File: src/rtl/sys_step_ctrl.sv
// sys_step_ctrl: CPU clock-enable generator for the MIPS system.
// The CPU can be held in HALT, run free at SYS_clk/DIVISOR (RUN), advanced
// one cpu_ce per debounced button edge (STEP), or run until the PC matches a
// breakpoint (RUN_TO_BP). The block also drives CLK_led, a halted flag, a
// sticky breakpoint flag and a saturating count of issued enables.
//
// Interface note: there is no valid/ready handshake here. cpu_ce is a
// one-cycle strobe, and the datapath is expected to act on it in that same
// cycle. pc must stay stable between strobes.
module sys_step_ctrl #(
    parameter int unsigned DIVISOR = 1,
    parameter int unsigned CNT_W   = 32,
    parameter int unsigned PC_W    = 8,
    parameter int unsigned CYC_W   = 32
) (
    input  logic             SYS_clk,
    input  logic             SYS_reset,
    input  logic [1:0]       mode_sel,
    input  logic             step_btn,
    input  logic             bp_en,
    input  logic [PC_W-1:0]  bp_addr,
    input  logic [PC_W-1:0]  pc,
    output logic             cpu_ce,
    output logic             CLK_led,
    output logic             halted,
    output logic             bp_hit,
    output logic [CYC_W-1:0] cycle_cnt
);

    localparam logic [1:0] MODE_HALT = 2'b00;
    localparam logic [1:0] MODE_RUN  = 2'b01;
    localparam logic [1:0] MODE_STEP = 2'b10;
    localparam logic [1:0] MODE_RTB  = 2'b11;

    localparam logic [CNT_W-1:0] DIV_LAST = CNT_W'(DIVISOR - 1);

    logic [1:0]       mode_q, mode_d;
    logic [CNT_W-1:0] div_cnt_q, div_cnt_d;
    logic             sync1_q, sync1_d;
    logic             sync2_q, sync2_d;
    logic             prev_q, prev_d;
    logic             cpu_ce_q, cpu_ce_d;
    logic             clk_led_q, clk_led_d;
    logic             halted_q, halted_d;
    logic             bp_hit_q, bp_hit_d;
    logic [CYC_W-1:0] cycle_cnt_q, cycle_cnt_d;

    logic mode_change;
    logic run_mode;
    logic tick;
    logic step_edge;
    logic bp_match;

    // Next-state logic: divider, step edge detect, breakpoint and enable generation.
    always_comb begin
        mode_change = (mode_sel != mode_q);
        run_mode    = (mode_sel == MODE_RUN) || (mode_sel == MODE_RTB);
        // A mode change suppresses the tick so the new mode starts from a clean count.
        tick        = run_mode && !mode_change && (div_cnt_q == DIV_LAST);

        mode_d = mode_sel;
        if (!run_mode || mode_change || (div_cnt_q == DIV_LAST)) begin
            div_cnt_d = '0;
        end else begin
            div_cnt_d = div_cnt_q + CNT_W'(1);
        end

        // The synchroniser and edge register run in every mode, so an edge seen
        // outside STEP is consumed there and never queued.
        sync1_d   = step_btn;
        sync2_d   = sync1_q;
        prev_d    = sync2_q;
        step_edge = sync2_q & ~prev_q;

        bp_match = tick && (mode_sel == MODE_RTB) && bp_en && (pc == bp_addr);
        bp_hit_d = (mode_sel == MODE_RTB) && (bp_hit_q || bp_match);

        cpu_ce_d = 1'b0;
        case (mode_sel)
            MODE_RUN:  cpu_ce_d = tick;
            MODE_RTB:  cpu_ce_d = tick && !bp_hit_q && !bp_match;
            MODE_STEP: cpu_ce_d = step_edge;
            default:   cpu_ce_d = 1'b0;
        endcase

        clk_led_d = clk_led_q ^ cpu_ce_d;
        halted_d  = (mode_sel == MODE_HALT) || bp_hit_d;

        cycle_cnt_d = cycle_cnt_q;
        if (cpu_ce_d && (cycle_cnt_q != {CYC_W{1'b1}})) begin
            cycle_cnt_d = cycle_cnt_q + CYC_W'(1);
        end
    end

    // State registers with synchronous active-high reset.
    always_ff @(posedge SYS_clk) begin
        if (SYS_reset) begin
            mode_q      <= MODE_HALT;
            div_cnt_q   <= '0;
            sync1_q     <= 1'b0;
            sync2_q     <= 1'b0;
            prev_q      <= 1'b0;
            cpu_ce_q    <= 1'b0;
            clk_led_q   <= 1'b0;
            halted_q    <= 1'b0;
            bp_hit_q    <= 1'b0;
            cycle_cnt_q <= '0;
        end else begin
            mode_q      <= mode_d;
            div_cnt_q   <= div_cnt_d;
            sync1_q     <= sync1_d;
            sync2_q     <= sync2_d;
            prev_q      <= prev_d;
            cpu_ce_q    <= cpu_ce_d;
            clk_led_q   <= clk_led_d;
            halted_q    <= halted_d;
            bp_hit_q    <= bp_hit_d;
            cycle_cnt_q <= cycle_cnt_d;
        end
    end

    assign cpu_ce    = cpu_ce_q;
    assign CLK_led   = clk_led_q;
    assign halted    = halted_q;
    assign bp_hit    = bp_hit_q;
    assign cycle_cnt = cycle_cnt_q;

endmodule

File: config.mk
export PLATFORM = sky130hd
export DESIGN_NAME = sys_step_ctrl
export DESIGN_NICKNAME = d
export VERILOG_FILES = /design/src/rtl/sys_step_ctrl.sv
export SDC_FILE = /design/constraint.sdc
export NUM_CORES = 1
export LEC_CHECK = 0
export CORE_MARGIN = 5
export CORE_UTILIZATION = 53
export CTS_CLUSTER_SIZE = 12
export DETAILED_ROUTE_END_ITERATION = 8
export HOLD_SLACK_MARGIN = 0.1
export PLACE_DENSITY_LB_ADDON = 0.12
export SYNTH_ARGS = -nofsm -noshare
export SYNTH_HDL_FRONTEND = slang
export SYNTH_SLANG_ARGS = --single-unit
export TNS_END_PERCENT = 100
File: constraint.sdc
create_clock -name SYS_clk -period 2.9 [get_ports SYS_clk]
set_input_delay 0.29 -clock SYS_clk [delete_from_list [all_inputs] [get_ports SYS_clk]]
set_output_delay 0.29 -clock SYS_clk [all_outputs]
set_load 0.02 [all_outputs]
# After elaboration in Yosys (flattened, before gate mapping)
# Index checks and enable logic that the tools add are counted.
dict set report op_classes {
  n_addsub 2
  eq_ne 6
  n_mux 1
  bitwise 3
  n_reduce_logical 21
}
# cell count
set ops {}
lappend ops {{adder 32 x 1 -> 32 bit (second input constant)} 2}
lappend ops {{logical NOT 32 bit} 1}
lappend ops {{!= test 32 bit (second input constant)} 1}
lappend ops {{logical AND 1 bit} 9}
lappend ops {{== test 8 bit} 1}
lappend ops {{logical OR 1 bit} 5}
lappend ops {{== test 2 bit (second input constant)} 2}
lappend ops {{logical NOT 1 bit} 4}
lappend ops {{case mux 1 bit (3 select lines)} 1}
lappend ops {{== test 2 x 1 -> 1 bit (second input constant)} 1}
lappend ops {{logical NOT 2 bit} 1}
lappend ops {{!= test 2 bit} 1}
lappend ops {{OR reduction 2 bit} 1}
lappend ops {{bitwise AND 1 bit} 1}
lappend ops {{NOT 1 bit} 1}
lappend ops {{XOR 1 bit} 1}
dict set report word_totals {
  ff_bits 73
  input_bits 22
  out_inout_bits 36
}

# Depth between registers and ports, before layout
dict set report logic_depth {
  ltp_word 11
  ltp_mapped 10
}

# Worst setup path before layout
# OpenSTA, ideal clock, no wires.
dict set report synth_timing {
  path_type {flip-flop to flip-flop}
  from {reg div_cnt_q[0]}
  to {reg cycle_cnt_q[13], in the netlist cycle_cnt[13]}
  arrival_time_ps 2410
  t_required_ps 2830
  path_slack_ps 419
  stages_incl_launch_ff 10
  path_buffers 1
  cell_sequence {dfxtp_1 inv_1 ha_1 nor4b_1 nand4_1 or4_4 o21a_4 buf_6 or4_1 a21oi_1}
}
dict set report synth_between {
  elab_chain_len 9
  word_cells_on_any_way 10
  cone_classes {1 x mux; 9 x reduce/logical}
}
# item line
set synth_lines {}
lappend synth_lines {{from (decl)} 38} ;# logic [CNT_W-1:0] div_cnt_q, div_cnt_d;
lappend synth_lines {{from (signal assigned)} 110} ;# div_cnt_q <= div_cnt_d;
lappend synth_lines {{logical NOT 32 bit (*)} 59} ;# tick = run_mode && !mode_change && (div_cnt_q == DIV_LAST);
lappend synth_lines {{logical AND 1 bit (*)} 59}
lappend synth_lines {{logical AND 1 bit (3 in series)} 75} ;# bp_match = tick && (mode_sel == MODE_RTB) && bp_en && (pc == bp_addr);
lappend synth_lines {{logical NOT 1 bit} 81} ;# MODE_RTB: cpu_ce_d = tick && !bp_hit_q && !bp_match;
lappend synth_lines {{logical AND 1 bit} 81}
lappend synth_lines {{case mux 1 bit (3 select lines) (*)} 79} ;# case (mode_sel)
lappend synth_lines {{logical AND 1 bit (*)} 90} ;# if (cpu_ce_d && (cycle_cnt_q != {CYC_W{1'b1}})) begin
lappend synth_lines {{to (signal assigned)} 118} ;# cycle_cnt_q <= cycle_cnt_d;
lappend synth_lines {{to (decl)} 46} ;# logic [CYC_W-1:0] cycle_cnt_q, cycle_cnt_d;
# Mark *: on every way between the ends. The rest lies on a longest branch, timed or not.
# A chain may end at the register's enable or synchronous reset.

# Final worst setup path
dict set report layout_timing {
  from {reg div_cnt_q[0]}
  to {reg cycle_cnt_q[20], in the netlist cycle_cnt[20]}
}
# The elaborated chain is that of the path after synthesis.

==> flow_summary.toml <==
[routing]
detail_route.drc_violations = 0
total_wirelength_um = 9060
ant_nets = 0
wl_per_cell_um = 16.1
vias = 3328
detail_route.vias_per_cell = 5.90
drt_iter0_markers = 101
drt_first_pass_iters = 4

[logic_synthesis]
postSynthAreaPerCell_um2 = 8.51
post_synth_inst_count = 421
synth_ff_type = "sky130_fd_sc_hd__dfxtp_1"
asyncSetResetFlopFracSynth_pct = 0
synth-seq-cells = 73
yosysSeqAreaShare_pct = 40.8
synth_cell_types = 38
synth_area_um2 = 3580
yosys_warnings = 0
synth-edff-count = 0
synth_nets = 446

[placement]
buffer_ports.inserted = 57
dp.final_hpwl_um = 5900
postPlaceCellArea_um2 = 4240
gp_congestion = 0.822
dp.cells = 546
pre_cts_ws_ns = 0.116

[worst_setup_path]
timing.critical_path.arrival_ns = 2.98
path_class = "flop to flop"
data_required_time_of_the_critical_path_ns = 3.17
critical_path.top_delay_family = "simple AND/OR/NAND/NOR gates"
critPathSlowestCell = "sky130_fd_sc_hd__or4_4"
critical_path.cell_chain = "inv_1 -> ha_1 -> nor4b_2 -> nand4_1 -> or4_4 -> o21a_2 -> or4_1 -> a21oi_1"
worst_setup_sp_type = "flop"
critical_path_peak_fanout = 15
slowest_delay_ns = 0.62
critical_path.endpoint_type = "flop"
critPathBufInv = 1

[sta]
maxSlewHeadroom_pct = 40.5
timing.final.ws_setup_ns = 0.196
achievable-frequency_mhz = 370
final_period_minus_worst_setup_slack_ns = 2.70
tns_ns = 0
hold_violations = 0
timing.clock.skew_ns = 0.0113
finalCritPeriodShare_pct = 93.3
rsz0062_at_grt = "no"
finalSetupViolCount = 0
timing_worst_slew_pin_value_ns = 0.885
timing.final.max_slew_violations = 0
worst_hold_slack_ns = 0.442

[layout]
most-common-layout-cells = "sky130_fd_sc_hd__dfxtp_1 (73), sky130_fd_sc_hd__clkdlybuf4s50_1 (57), sky130_fd_sc_hd__nor2_1 (48), sky130_fd_sc_hd__a21oi_1 (32), sky130_fd_sc_hd__nand3_1 (27)"
multi_input_area_um2 = 2010
final.fill_count = 575
num-nets-final = 504
mostFrequentLayoutCell = "sky130_fd_sc_hd__dfxtp_1"
synthesis_to_finish_area_growth_pct = 25.2
post_layout_nonfiller_instances = 564
final_cell_area_um2 = 4490
antenna_cells = 0
layout-drive-gt1-share_pct = 7.44
area.sequential_um2 = 1460

[global_route]
grt_pass1_wl_um = 14900
gr-usage-all-layers_pct = 21.3
antenna_found_initial = 0
first_global_vias = 3275
largest_net_degree_at_the_start_of_global_routing = 60
grt.overflow.total = 0

[die]
die_area_um2 = 8510
placement_rows = 30
floorplan.core_area_um2 = 6680
dieHeight_um = 92.2
io_pins = 58
starting_density_of_the_core_pct = 53.7
floorplan.die.width_um = 92.2

[power_and_ir_drop]
pwr-share-seq_pct = 50.0
leakagePower_nw = 1.42
p_per_area_nw_per_um2 = 450
clock_power_share_pct = 45.2
swShare_pct = 21.2
power.combinational.fraction_pct = 4.8
irDropWorstVdd_uv = 281
power.internal_w = 0.00159
netSwitchingPower_w = 0.000429

[clocking]
clk_root_buffer_cell = "sky130_fd_sc_hd__clkbuf_8"
worstSkewPairLatency_ns = 0.35
clk_pin_slew_ns = 0.08
clockBufferDepth = 2
tritoncts.num_buffers = 9
clock_tree.htree_level_count = 3
number_of_hold_repair_buffers_added_at_the_cts_stage = 0
cts.sinks = 73
cts_tree = "yes"

[flow_run]
cap_violations = 0

[outcome]
outcome = "completed"

[hold_path]
hold_class = "flop to flop"
final cells by class:
type,instances,share of cell area [%]
inverters,8,0.669
clock inverters,4,1.64
clock buffers,12,3.46
repair buffers,69,14.7
multi-input cells,318,44.7
flip-flops and latches,73,32.6
well taps,80,2.23
through the flow:
step,utilization (%),total power [W]
floorplan,-,0.00108
finish,67.2,0.00202
detailed placement,63.4,0.00113
global route,67.2,0.00209
global placement,63.4,0.00113
CTS,66.8,0.00204
path summary, 6_finish.rpt:
check	from	end	slack, ns	depth (start not counted)
worst max-delay path	div_cnt_q[0]	cycle_cnt[20]	0.20	8
worst min-delay path	sync1_q	prev_d	0.44	1
worst max register to register	div_cnt_q[0]	cycle_cnt[20]	0.20	8
worst min register to register	sync1_q	prev_d	0.44	1
kinds of logic (layout without fill, tap and decap cells):
group                    count (synthesis)  in the layout  synth area share [%]
AO/OA/AOI/OAI                           68             70                  12.0
adder cells (fa/ha/maj)                  3              3                  1.05
flip-flops                              73             73                  40.8
buffers and inverters                   32             93                  3.98
XOR/XNOR                                38             38                  9.28
multiplexers                             3              3                 0.907
AND/OR/NAND/NOR                        204            204                  32.0
power by group through the flow:
stage	sequential, W	clock (W)	combinational, W
6_report	0.00101	0.000913	0.0000976
5_1_grt	0.00101	0.000970	0.000105
3_3_place_gp	0.00103	0	0.0000910
2_1_floorplan	0.00104	0	0.0000465
4_1_cts	0.00101	0.000932	0.0000933
3_5_place_dp	0.00103	0	0.0000928
state kept, by name, summed over array words and instances (netlist names):
name and cells:
CLK_led 1, bp_hit 1, cpu_ce 1, cycle_cnt 32, div_cnt_q 32, halted 1
mode_q 2, prev_d 1, prev_q 1, sync1_q 1
synth_stat cells (2+ instances only):
cell | number | area share, %
sky130_fd_sc_hd__and2_1 | 3 | 0.52
sky130_fd_sc_hd__nor3_1 | 8 | 1.1
sky130_fd_sc_hd__dfxtp_1 | 73 | 41
sky130_fd_sc_hd__a21oi_1 | 32 | 4.5
sky130_fd_sc_hd__o21ai_0 | 2 | 0.28
sky130_fd_sc_hd__nand4_1 | 17 | 3.0
sky130_fd_sc_hd__or3_1 | 5 | 0.87
sky130_fd_sc_hd__nor2_1 | 48 | 5.0
sky130_fd_sc_hd__o21ai_1 | 4 | 0.56
sky130_fd_sc_hd__or2_2 | 2 | 0.35
sky130_fd_sc_hd__mux2_1 | 2 | 0.63
sky130_fd_sc_hd__and4_1 | 11 | 2.7
sky130_fd_sc_hd__and3_1 | 12 | 2.1
sky130_fd_sc_hd__buf_6 | 3 | 0.94
sky130_fd_sc_hd__nand2b_1 | 4 | 0.70
sky130_fd_sc_hd__nand3_1 | 27 | 3.8
sky130_fd_sc_hd__nor4b_1 | 2 | 0.49
sky130_fd_sc_hd__nor2b_1 | 10 | 1.7
sky130_fd_sc_hd__o31ai_1 | 26 | 5.4
sky130_fd_sc_hd__nor4_1 | 6 | 1.0
sky130_fd_sc_hd__inv_1 | 8 | 0.84
sky130_fd_sc_hd__xnor2_1 | 25 | 6.1
sky130_fd_sc_hd__or4_1 | 26 | 5.4
sky130_fd_sc_hd__clkbuf_1 | 20 | 2.1
sky130_fd_sc_hd__xor2_1 | 13 | 3.2
sky130_fd_sc_hd__ha_1 | 3 | 1.0
sky130_fd_sc_hd__nand2_1 | 18 | 1.9
per-layer routing:
metal | global-route usage (%) | part of all wire, % | vias up
met5 | 0 | 0 | -
met3 | 5.74 | 3.8 | 17
met1 | 25.6 | 43 | 1568
met4 | 6.56 | 1.5 | 0
met2 | 37.0 | 51 | 83
li1 | - | - | 1660
worst register-to-register path: cells and delay by family (launching register included):
kind	cells	cell delay, ns
AOI/OAI and AO/OA	2	0.50
adders and majority gates	1	0.16
buffers and inverters	1	0.07
DFF	1	0.35
and+or+nand+nor	4	1.55
repair_timing:
item,CTS,global route
endpoints found under the setup margin,0,27
setup buffers,0,0
resized for setup,0,1
Power figures use the tool's default switching activity.
